`src/rtl/dsp38_fir_sequencer.sv`:
```
// Time-multiplexed FIR tap sequencer for one DSP38 MAC: one tap per cycle, then a wait
// for the DSP pipeline before capturing Z.
module dsp38_fir_sequencer #(
    parameter int          NUM_TAPS    = 4,
    parameter logic [19:0] COEFF_0     = 20'h00000,
    parameter logic [19:0] COEFF_1     = 20'h00000,
    parameter logic [19:0] COEFF_2     = 20'h00000,
    parameter logic [19:0] COEFF_3     = 20'h00000,
    parameter int          ZIN_LATENCY = 3
) (
    input  logic        CLK,
    input  logic        RESET_N,
    input  logic [17:0] IN_DATA,
    input  logic        IN_VALID,
    output logic        IN_READY,
    input  logic        UNSIGNED_IN,
    input  logic        FLUSH,
    output logic [19:0] DSP_A,
    output logic [17:0] DSP_B,
    output logic [2:0]  DSP_FEEDBACK,
    output logic        DSP_LOAD_ACC,
    output logic        DSP_UNSIGNED_A,
    output logic        DSP_UNSIGNED_B,
    input  logic [37:0] DSP_Z,
    output logic [37:0] DOUT,
    output logic        DOUT_VALID,
    output logic        BUSY
);

    if (NUM_TAPS < 1 || NUM_TAPS > 4 || ZIN_LATENCY < 1 || ZIN_LATENCY > 7) begin : g_bad_param
        $fatal(1, "dsp38_fir_sequencer: NUM_TAPS must be 1..4 and ZIN_LATENCY 1..7");
    end

    localparam logic [1:0] ST_IDLE = 2'd0;
    localparam logic [1:0] ST_MAC  = 2'd1;
    localparam logic [1:0] ST_WAIT = 2'd2;

    localparam logic [1:0]       LAST_TAP  = 2'(NUM_TAPS - 1);
    localparam logic [2:0]       LAST_WAIT = 3'(ZIN_LATENCY - 1);
    localparam logic [3:0][19:0] COEFFS    = {COEFF_3, COEFF_2, COEFF_1, COEFF_0};

    logic [1:0]       state_q, state_d;
    logic [1:0]       k_q, k_d;
    logic [2:0]       wcnt_q, wcnt_d;
    logic [3:0][17:0] x_q, x_d;
    logic             uns_q, uns_d;
    logic [19:0]      dsp_a_q, dsp_a_d;
    logic [17:0]      dsp_b_q, dsp_b_d;
    logic [2:0]       dsp_fb_q, dsp_fb_d;
    logic             dsp_ld_q, dsp_ld_d;
    logic [37:0]      dout_q, dout_d;
    logic             dout_valid_q, dout_valid_d;

    always_comb begin
        state_d      = state_q;
        k_d          = k_q;
        wcnt_d       = wcnt_q;
        x_d          = x_q;
        uns_d        = uns_q;
        dout_d       = dout_q;
        dout_valid_d = 1'b0;

        case (state_q)
            ST_IDLE: begin
                if (FLUSH) begin
                    x_d = '0;
                end else if (IN_VALID) begin
                    // Taps at or beyond NUM_TAPS are never written and stay zero.
                    for (int i = 1; i < 4; i++) begin
                        if (i < NUM_TAPS) x_d[i] = x_q[i-1];
                    end
                    x_d[0]  = IN_DATA;
                    uns_d   = UNSIGNED_IN;
                    state_d = ST_MAC;
                    k_d     = 2'd0;
                end
            end
            ST_MAC: begin
                if (k_q == LAST_TAP) begin
                    state_d = ST_WAIT;
                    k_d     = 2'd0;
                    wcnt_d  = 3'd0;
                end else begin
                    k_d = k_q + 2'd1;
                end
            end
            ST_WAIT: begin
                if (wcnt_q == LAST_WAIT) begin
                    state_d      = ST_IDLE;
                    wcnt_d       = 3'd0;
                    dout_d       = DSP_Z;
                    dout_valid_d = 1'b1;
                end else begin
                    wcnt_d = wcnt_q + 3'd1;
                end
            end
            default: state_d = ST_IDLE;
        endcase
    end

    // DSP ports are registered from the next state so they line up with the MAC cycles.
    always_comb begin
        dsp_a_d  = '0;
        dsp_b_d  = '0;
        dsp_fb_d = '0;
        dsp_ld_d = 1'b0;
        if (state_d == ST_MAC) begin
            dsp_a_d  = COEFFS[k_d];
            dsp_b_d  = x_d[k_d];
            dsp_ld_d = 1'b1;
            dsp_fb_d = (k_d == 2'd0) ? 3'b001 : 3'b000;
        end
    end

    always_ff @(posedge CLK or negedge RESET_N) begin
        if (!RESET_N) begin
            state_q      <= ST_IDLE;
            k_q          <= '0;
            wcnt_q       <= '0;
            x_q          <= '0;
            uns_q        <= 1'b0;
            dsp_a_q      <= '0;
            dsp_b_q      <= '0;
            dsp_fb_q     <= '0;
            dsp_ld_q     <= 1'b0;
            dout_q       <= '0;
            dout_valid_q <= 1'b0;
        end else begin
            state_q      <= state_d;
            k_q          <= k_d;
            wcnt_q       <= wcnt_d;
            x_q          <= x_d;
            uns_q        <= uns_d;
            dsp_a_q      <= dsp_a_d;
            dsp_b_q      <= dsp_b_d;
            dsp_fb_q     <= dsp_fb_d;
            dsp_ld_q     <= dsp_ld_d;
            dout_q       <= dout_d;
            dout_valid_q <= dout_valid_d;
        end
    end

    assign IN_READY       = RESET_N && (state_q == ST_IDLE) && !FLUSH;
    assign BUSY           = (state_q != ST_IDLE);
    assign DSP_A          = dsp_a_q;
    assign DSP_B          = dsp_b_q;
    assign DSP_FEEDBACK   = dsp_fb_q;
    assign DSP_LOAD_ACC   = dsp_ld_q;
    assign DSP_UNSIGNED_A = 1'b0;
    assign DSP_UNSIGNED_B = uns_q;
    assign DOUT           = dout_q;
    assign DOUT_VALID     = dout_valid_q;

endmodule

```
`config.mk`:
```
export PLATFORM = sky130hd
export DESIGN_NAME = dsp38_fir_sequencer
export DESIGN_NICKNAME = d
export VERILOG_FILES = /design/src/rtl/dsp38_fir_sequencer.sv
export SDC_FILE = /design/constraint.sdc
export NUM_CORES = 1
export LEC_CHECK = 0
export CORE_ASPECT_RATIO = 1.1
export CORE_UTILIZATION = 46
export CTS_BUF_LIST = sky130_fd_sc_hd__clkbuf_8
export DETAILED_ROUTE_END_ITERATION = 8
export DONT_BUFFER_PORTS = 1
export PLACE_DENSITY_LB_ADDON = 0.1
export SYNTH_ARGS = -nofsm -noshare
export SYNTH_HDL_FRONTEND = slang
export SYNTH_SLANG_ARGS = --single-unit
```
`constraint.sdc`:
```
create_clock -name CLK -period 3.37 [get_ports CLK]
set_clock_uncertainty 0.1 [all_clocks]
set_input_delay 0.674 -clock CLK [delete_from_list [all_inputs] [get_ports CLK]]
set_output_delay 0.674 -clock CLK [all_outputs]
set_load 0.005 [all_outputs]
```
# Word-level counts from Yosys, hierarchy flattened
# Index checks and enable logic that the tools add are counted.
# classes
mux	26
eq_ne	6
n_addsub	2
n_bitwise	1
n_lt_le_gt_ge	1
reduce_logical	10
# ops
operator	count
two-way mux 72 bit	3
binary-select mux 20 bit (select 2 bit)	1
two-way mux 20 bit	2
binary-select mux 18 bit (select 2 bit)	1
two-way mux 18 bit	2
two-way mux 2 bit	7
two-way mux 3 bit	2
one-hot mux 2 bit (3 select lines)	1
one-hot mux 3 bit (2 select lines)	1
two-way mux 1 bit	5
equality test 2 x 1 -> 1 bit, second input constant	2
equality test 2 bit, second input constant	2
zero test 2 bit	2
one-hot mux 2 bit (2 select lines)	1
AND reduction 2 bit	2
nonzero test 2 bit	2
adder 3 x 1 -> 3 bit, second input constant	1
equality test 3 x 2 -> 1 bit, second input constant	1
< comparator 2 x 3 -> 1 bit, second input constant	1
AND reduction 3 bit	1
adder 2 x 1 -> 2 bit, second input constant	1
logical AND 1 bit	2
inequality test 2 bit, second input constant	1
zero test 1 bit	1
inverter 1 bit	1
# word_totals
elab_cells	60
register_bits	161
in_bits	61
out_inout_bits	85

# Longest topological paths before layout
# depth
ltp_word	6
depth_mapped	9
depth_no_buf	5

# Worst setup path after synthesis
# No wires, ideal clock.
# synth_path
kind	input port to flip-flop
start	input port IN_VALID
end	register dsp_b_q[14] (netlist: DSP_B[14])
path_slack_ns	1.254
cell_stages	6
arrival_ns	1.894
setup_time_ns	0.122
path_buffers	2
required_ns	3.148
cell_sequence	nor2b_1 o311ai_2 buf_4 buf_6 mux2_2 a32o_1
# synth_via
elab_chain_len	6
elab_cells_between_ends	13
cone_classes	eq/ne (1); mux (12)
# synth_rtl
item	line	text
from (decl)	14	input logic IN_VALID,
two-way mux 2 bit / two-way mux 72 bit (equally long branches)	67	end else if (IN_VALID) begin
two-way mux 2 bit / two-way mux 72 bit (equally long branches)	65	if (FLUSH) begin
one-hot mux 2 bit (2 select lines) / two-way mux 72 bit (equally long branches)	63	case (state_q)
binary-select mux 18 bit (select 2 bit)	109	dsp_b_d = x_d[k_d];
two-way mux 18 bit (not written as such)	109	
two-way mux 18 bit (*)	107	if (state_d == ST_MAC) begin
net dsp_b_d[14]	48	logic [17:0] dsp_b_q, dsp_b_d;
to (signal assigned)	135	dsp_b_q <= dsp_b_d;
to (decl)	48	
# The timed path passes the listed nets; every way through them passes the cells marked *. The select of a mux whose other input is x is not followed.
# A chain may end at the register's enable or synchronous reset.

# Worst setup path in the final report
# layout_path
start	register state_q[0]
end	output port BUSY
# layout_via
elab_chain_len	1
# layout_rtl
item	line	text
from (decl)	42	logic [1:0] state_q, state_d;
from (signal assigned)	129	state_q <= state_d;
nonzero test 2 bit	144	assign BUSY = (state_q != ST_IDLE);
to (decl)	27	output logic BUSY
# No other way between the ends.

==> reports/metrics.json <==
{
  "detail_route.wl_per_cell": {"value": 18.21, "unit": "µm"},
  "final-setup-viol-count": {"value": 0},
  "grt_usage": {"value": 18.92, "unit": "%"},
  "max_freq": {"value": 353.5, "unit": "MHz"},
  "yosysMostFrequentCell": {"value": "dfrtp_1"},
  "layout.area.seq": {"value": 3481, "unit": "µm²"},
  "outcome": {"value": "finished, violations left"},
  "reg2reg_depth": {"value": 5},
  "cts_tree": {"value": "done"},
  "post_synth_edffs": {"value": 0},
  "fillCellCount": {"value": 1285},
  "hold_viol_final": {"value": 139},
  "reg_to_reg_setup_timing_slack": {"value": 0.89, "unit": "ns"},
  "grt.busiest_layer": {"value": "met2"},
  "synth.avg_cell_area": {"value": 12.11, "unit": "µm²"},
  "grt_first_pass_wirelength": {"value": 21.19, "unit": "mm"},
  "cp.arrival": {"value": 2.05, "unit": "ns"},
  "timing.final.max_slew_violations": {"value": 0},
  "worst_ep_required_time": {"value": 2.60, "unit": "ns"},
  "total_number_of_clock_tree_sinks": {"value": 139},
  "regToRegEndpoint": {"value": "DOUT[30]$_DFFE_PN0P_"},
  "layout_cell_share_with_drive_strength_beyond_1": {"value": 19.29, "unit": "%"},
  "syn_inst": {"value": 539},
  "cp-end-kind": {"value": "primary output"},
  "pre_cts_ws": {"value": 0.8779, "unit": "ns"},
  "clock_power_share": {"value": 22.5, "unit": "%"},
  "cts_resized": {"value": 0},
  "dr.first_iter.drc_count": {"value": 225},
  "cts-buffers-inserted": {"value": 17},
  "die_area": {"value": 14670, "unit": "µm²"},
  "diodes": {"value": 0},
  "synth_largest_area_cell": {"value": "dfrtp_1"},
  "synth_top_area_share": {"value": 53.31, "unit": "%"},
  "cp_slowest_cell": {"value": "dfrtp_2"},
  "clock_latency_on_the_worst_skew_pair": {"value": 0.44, "unit": "ns"},
  "synth-async-reset-ratio": {"value": 100.0, "unit": "%"},
  "clock-root-buffer": {"value": "clkbuf_8"},
  "met3_usage": {"value": 5.208, "unit": "%"},
  "core_area": {"value": 13850, "unit": "µm²"},
  "cts_htree_levels": {"value": 4},
  "share_of_the_yosys_chip_area_belonging_to_registers": {"value": 53.31, "unit": "%"},
  "number_of_global_route_vias_before_repair": {"value": 4165},
  "crit_fanout": {"value": 29},
  "worst_slew_pin_slew": {"value": 0.7300, "unit": "ns"},
  "ys_top_cells_by_area": {"value": "dfrtp_1 53%, mux2_2 9.7%, o21a_1 6.3%, a221o_1 5.5%, nand2_1 3.3%"},
  "max-slew-margin-rel": {"value": 51.23, "unit": "%"},
  "synth_ff_type": {"value": "dfrtp_1"},
  "worst_hold_path_type": {"value": "primary input to async pin"},
  "cp.depth": {"value": 3},
  "place.gp.congestion": {"value": 0.7157},
  "cp-start-kind": {"value": "flip-flop"},
  "grt_max_degree": {"value": 141},
  "dr_total_vias": {"value": 4114},
  "timing.critical_path.cells": {"value": "nor2_4 -> inv_2 -> buf_4"},
  "chipWidth": {"value": 115.6, "unit": "µm"},
  "num_io_pins": {"value": 146},
  "critPathMaxStageDelay": {"value": 0.80, "unit": "ns"},
  "final_antenna_net_count": {"value": 0},
  "whs": {"value": -0.1728, "unit": "ns"},
  "post-route-worst-setup-slack": {"value": 0.5412, "unit": "ns"},
  "fp.dieH": {"value": 126.9, "unit": "µm"},
  "number_of_buffer_cells_added_on_primary_ports": {"value": 0},
  "grt_util_met2": {"value": 29.52, "unit": "%"},
  "pwr_density_cell": {"value": 921.7, "unit": "nW/µm²"},
  "multi_input_combinational_cell_area": {"value": 2641, "unit": "µm²"},
  "p_leak": {"value": 3.258, "unit": "nW"},
  "power.share.sequential": {"value": 42.8, "unit": "%"},
  "finalCoreUtilization": {"value": 49.95, "unit": "%"},
  "synthesis.area": {"value": 6525, "unit": "µm²"},
  "p_sw": {"value": 2.259, "unit": "mW"},
  "fin_crit_sh": {"value": 83.94, "unit": "%"},
  "netlist_top_cells_count": {"value": "139 x dfrtp_1, 57 x nand2_1, 56 x mux2_2"},
  "detail_route.wirelength": {"value": 13.24, "unit": "mm"},
  "portion_of_total_power_attributed_to_combinational_logic": {"value": 34.7, "unit": "%"},
  "maxCapViolCount": {"value": 0},
  "dpl.hpwl": {"value": 7.581, "unit": "mm"},
  "failed_checks": {"value": "negative hold slack"},
  "std_cell_rows": {"value": 45},
  "antenna_found_initial": {"value": 0},
  "drt-pass1-iter-count": {"value": 4},
  "p_int": {"value": 4.119, "unit": "mW"},
  "ys_warn_count": {"value": 0},
  "grt_remaining_overflow": {"value": 0},
  "power.ir.vdd_worst": {"value": 0.0004521, "unit": "V"},
  "grt_setup_unrepaired": {"value": "false"},
  "critPathTopFamily": {"value": "flip-flops"},
  "switching_share": {"value": 35.42, "unit": "%"},
  "cts.path.max_buffers": {"value": 2},
  "yosys_register_bits": {"value": 139},
  "drcViolationCount": {"value": 0},
  "timing.final.crit_period": {"value": 2.829, "unit": "ns"},
  "final_net_count": {"value": 588},
  "worst-path-buf-inv": {"value": 2},
  "post_cts_buffers": {"value": 0},
  "area_growth": {"value": 6.040, "unit": "%"},
  "worstReg2RegStart": {"value": "state_q[0]$_DFF_PN0_"},
  "clk_pin_slew": {"value": 0.07, "unit": "ns"},
  "grtUsageMet1": {"value": 24.70, "unit": "%"},
  "type_of_the_setup_path_with_the_least_slack": {"value": "flip-flop to primary output"},
  "tns": {"value": 0, "unit": "ns"},
  "drt-vias-per-instance": {"value": 5.659},
  "yosys.cell_types.count": {"value": 38},
  "initial_core_utilization": {"value": 47.11, "unit": "%"}
}
-- worst max path at each step --
| stage | from | to | slack, ns |
|---|---|---|---|
| 2_1_floorplan | IN_VALID | DSP_B[14]$_DFF_PN0_ | 1.25 |
| 3_3_place_gp | state_q[0]$_DFF_PN0_ | DOUT[23]$_DFFE_PN0P_ | 0.92 |
| 3_5_place_dp | state_q[0]$_DFF_PN0_ | DOUT[9]$_DFFE_PN0P_ | 0.88 |
| 4_1_cts | state_q[0]$_DFF_PN0_ | BUSY | 0.49 |
| 5_1_grt | state_q[0]$_DFF_PN0_ | BUSY | 0.38 |
| 6_report | state_q[0]$_DFF_PN0_ | BUSY | 0.54 |
-- routing by layer --
layer  part of all wire (%)  wire length (µm)
met1                     46              6135
met2                     46              6126
met3                    5.8               764
met4                    1.6               214
met5                      0                 0
-- layout by cell type, fill, tap and decap left out, types with 14 or more instances in the layout --
cell type / netlist / final
clkbuf_8: 0 / 22
conb_1: 1 / 23
nand3_1: 18 / 18
a32o_1: 18 / 18
a221o_1: 36 / 36
mux2_2: 56 / 56
nand2_1: 57 / 57
or3b_1: 18 / 18
o21a_1: 55 / 55
nand2b_1: 22 / 22
o21ai_0: 14 / 14
dfrtp_1: 139 / 137
-- metrics by stage --
stage	power (mW)	std cells	cell area, µm²
detailed placement	4.991	695	6494
global placement	4.927	695	6494
finish	6.377	727	6919
CTS	6.456	727	6919
floorplan	4.542	561	6608
global route	6.804	727	6919
-- area by class of cell --
cell class / count / share of cell area, %
clock buffers: 22 / 4.376
inverters: 3 / 0.1627
well taps: 188 / 3.400
multi-input cells: 355 / 38.17
repair buffers: 10 / 1.808
flip-flops and latches: 139 / 50.31
clock inverters: 10 / 1.772
-- sequential cells by signal, summed over array words and instances (netlist names) --
register / flops
state_q: 2
DSP_B: 18
DOUT: 38
DSP_LOAD_ACC: 1
DSP_UNSIGNED_B: 1
x_q: 72
k_q: 2
DSP_FEEDBACK: 1
DOUT_VALID: 1
wcnt_q: 3
-- power by group through the flow --
stage               Combinational, mW  Clock [mW]  Sequential (mW)
global placement                 2.18           0             2.74
global route                     2.43        1.55             2.82
detailed placement               2.23           0             2.76
floorplan                        1.98           0             2.56
CTS                              2.24        1.48             2.73
finish                           2.21        1.43             2.73
-- worst reg2reg max path, delay by kind of cell, from the launching register on --
kind                   cells  cell delay [ns]
and+or+nand+nor            2             0.23
buffers and inverters      2             0.83
muxes                      1             0.41
DFF                        1             0.80
-- cells by family after synthesis --
group,count (synthesis),synth area share [%]
AO/OA/AOI/OAI,143,17.80
flip-flops,139,53.31
AND/OR/NAND/NOR,131,11.10
buffers and inverters,67,7.708
multiplexers,57,9.837
adder cells (fa/ha/maj),1,0.1917
other,1,0.05747
No activity file was read; power rests on OpenSTA's default activity.
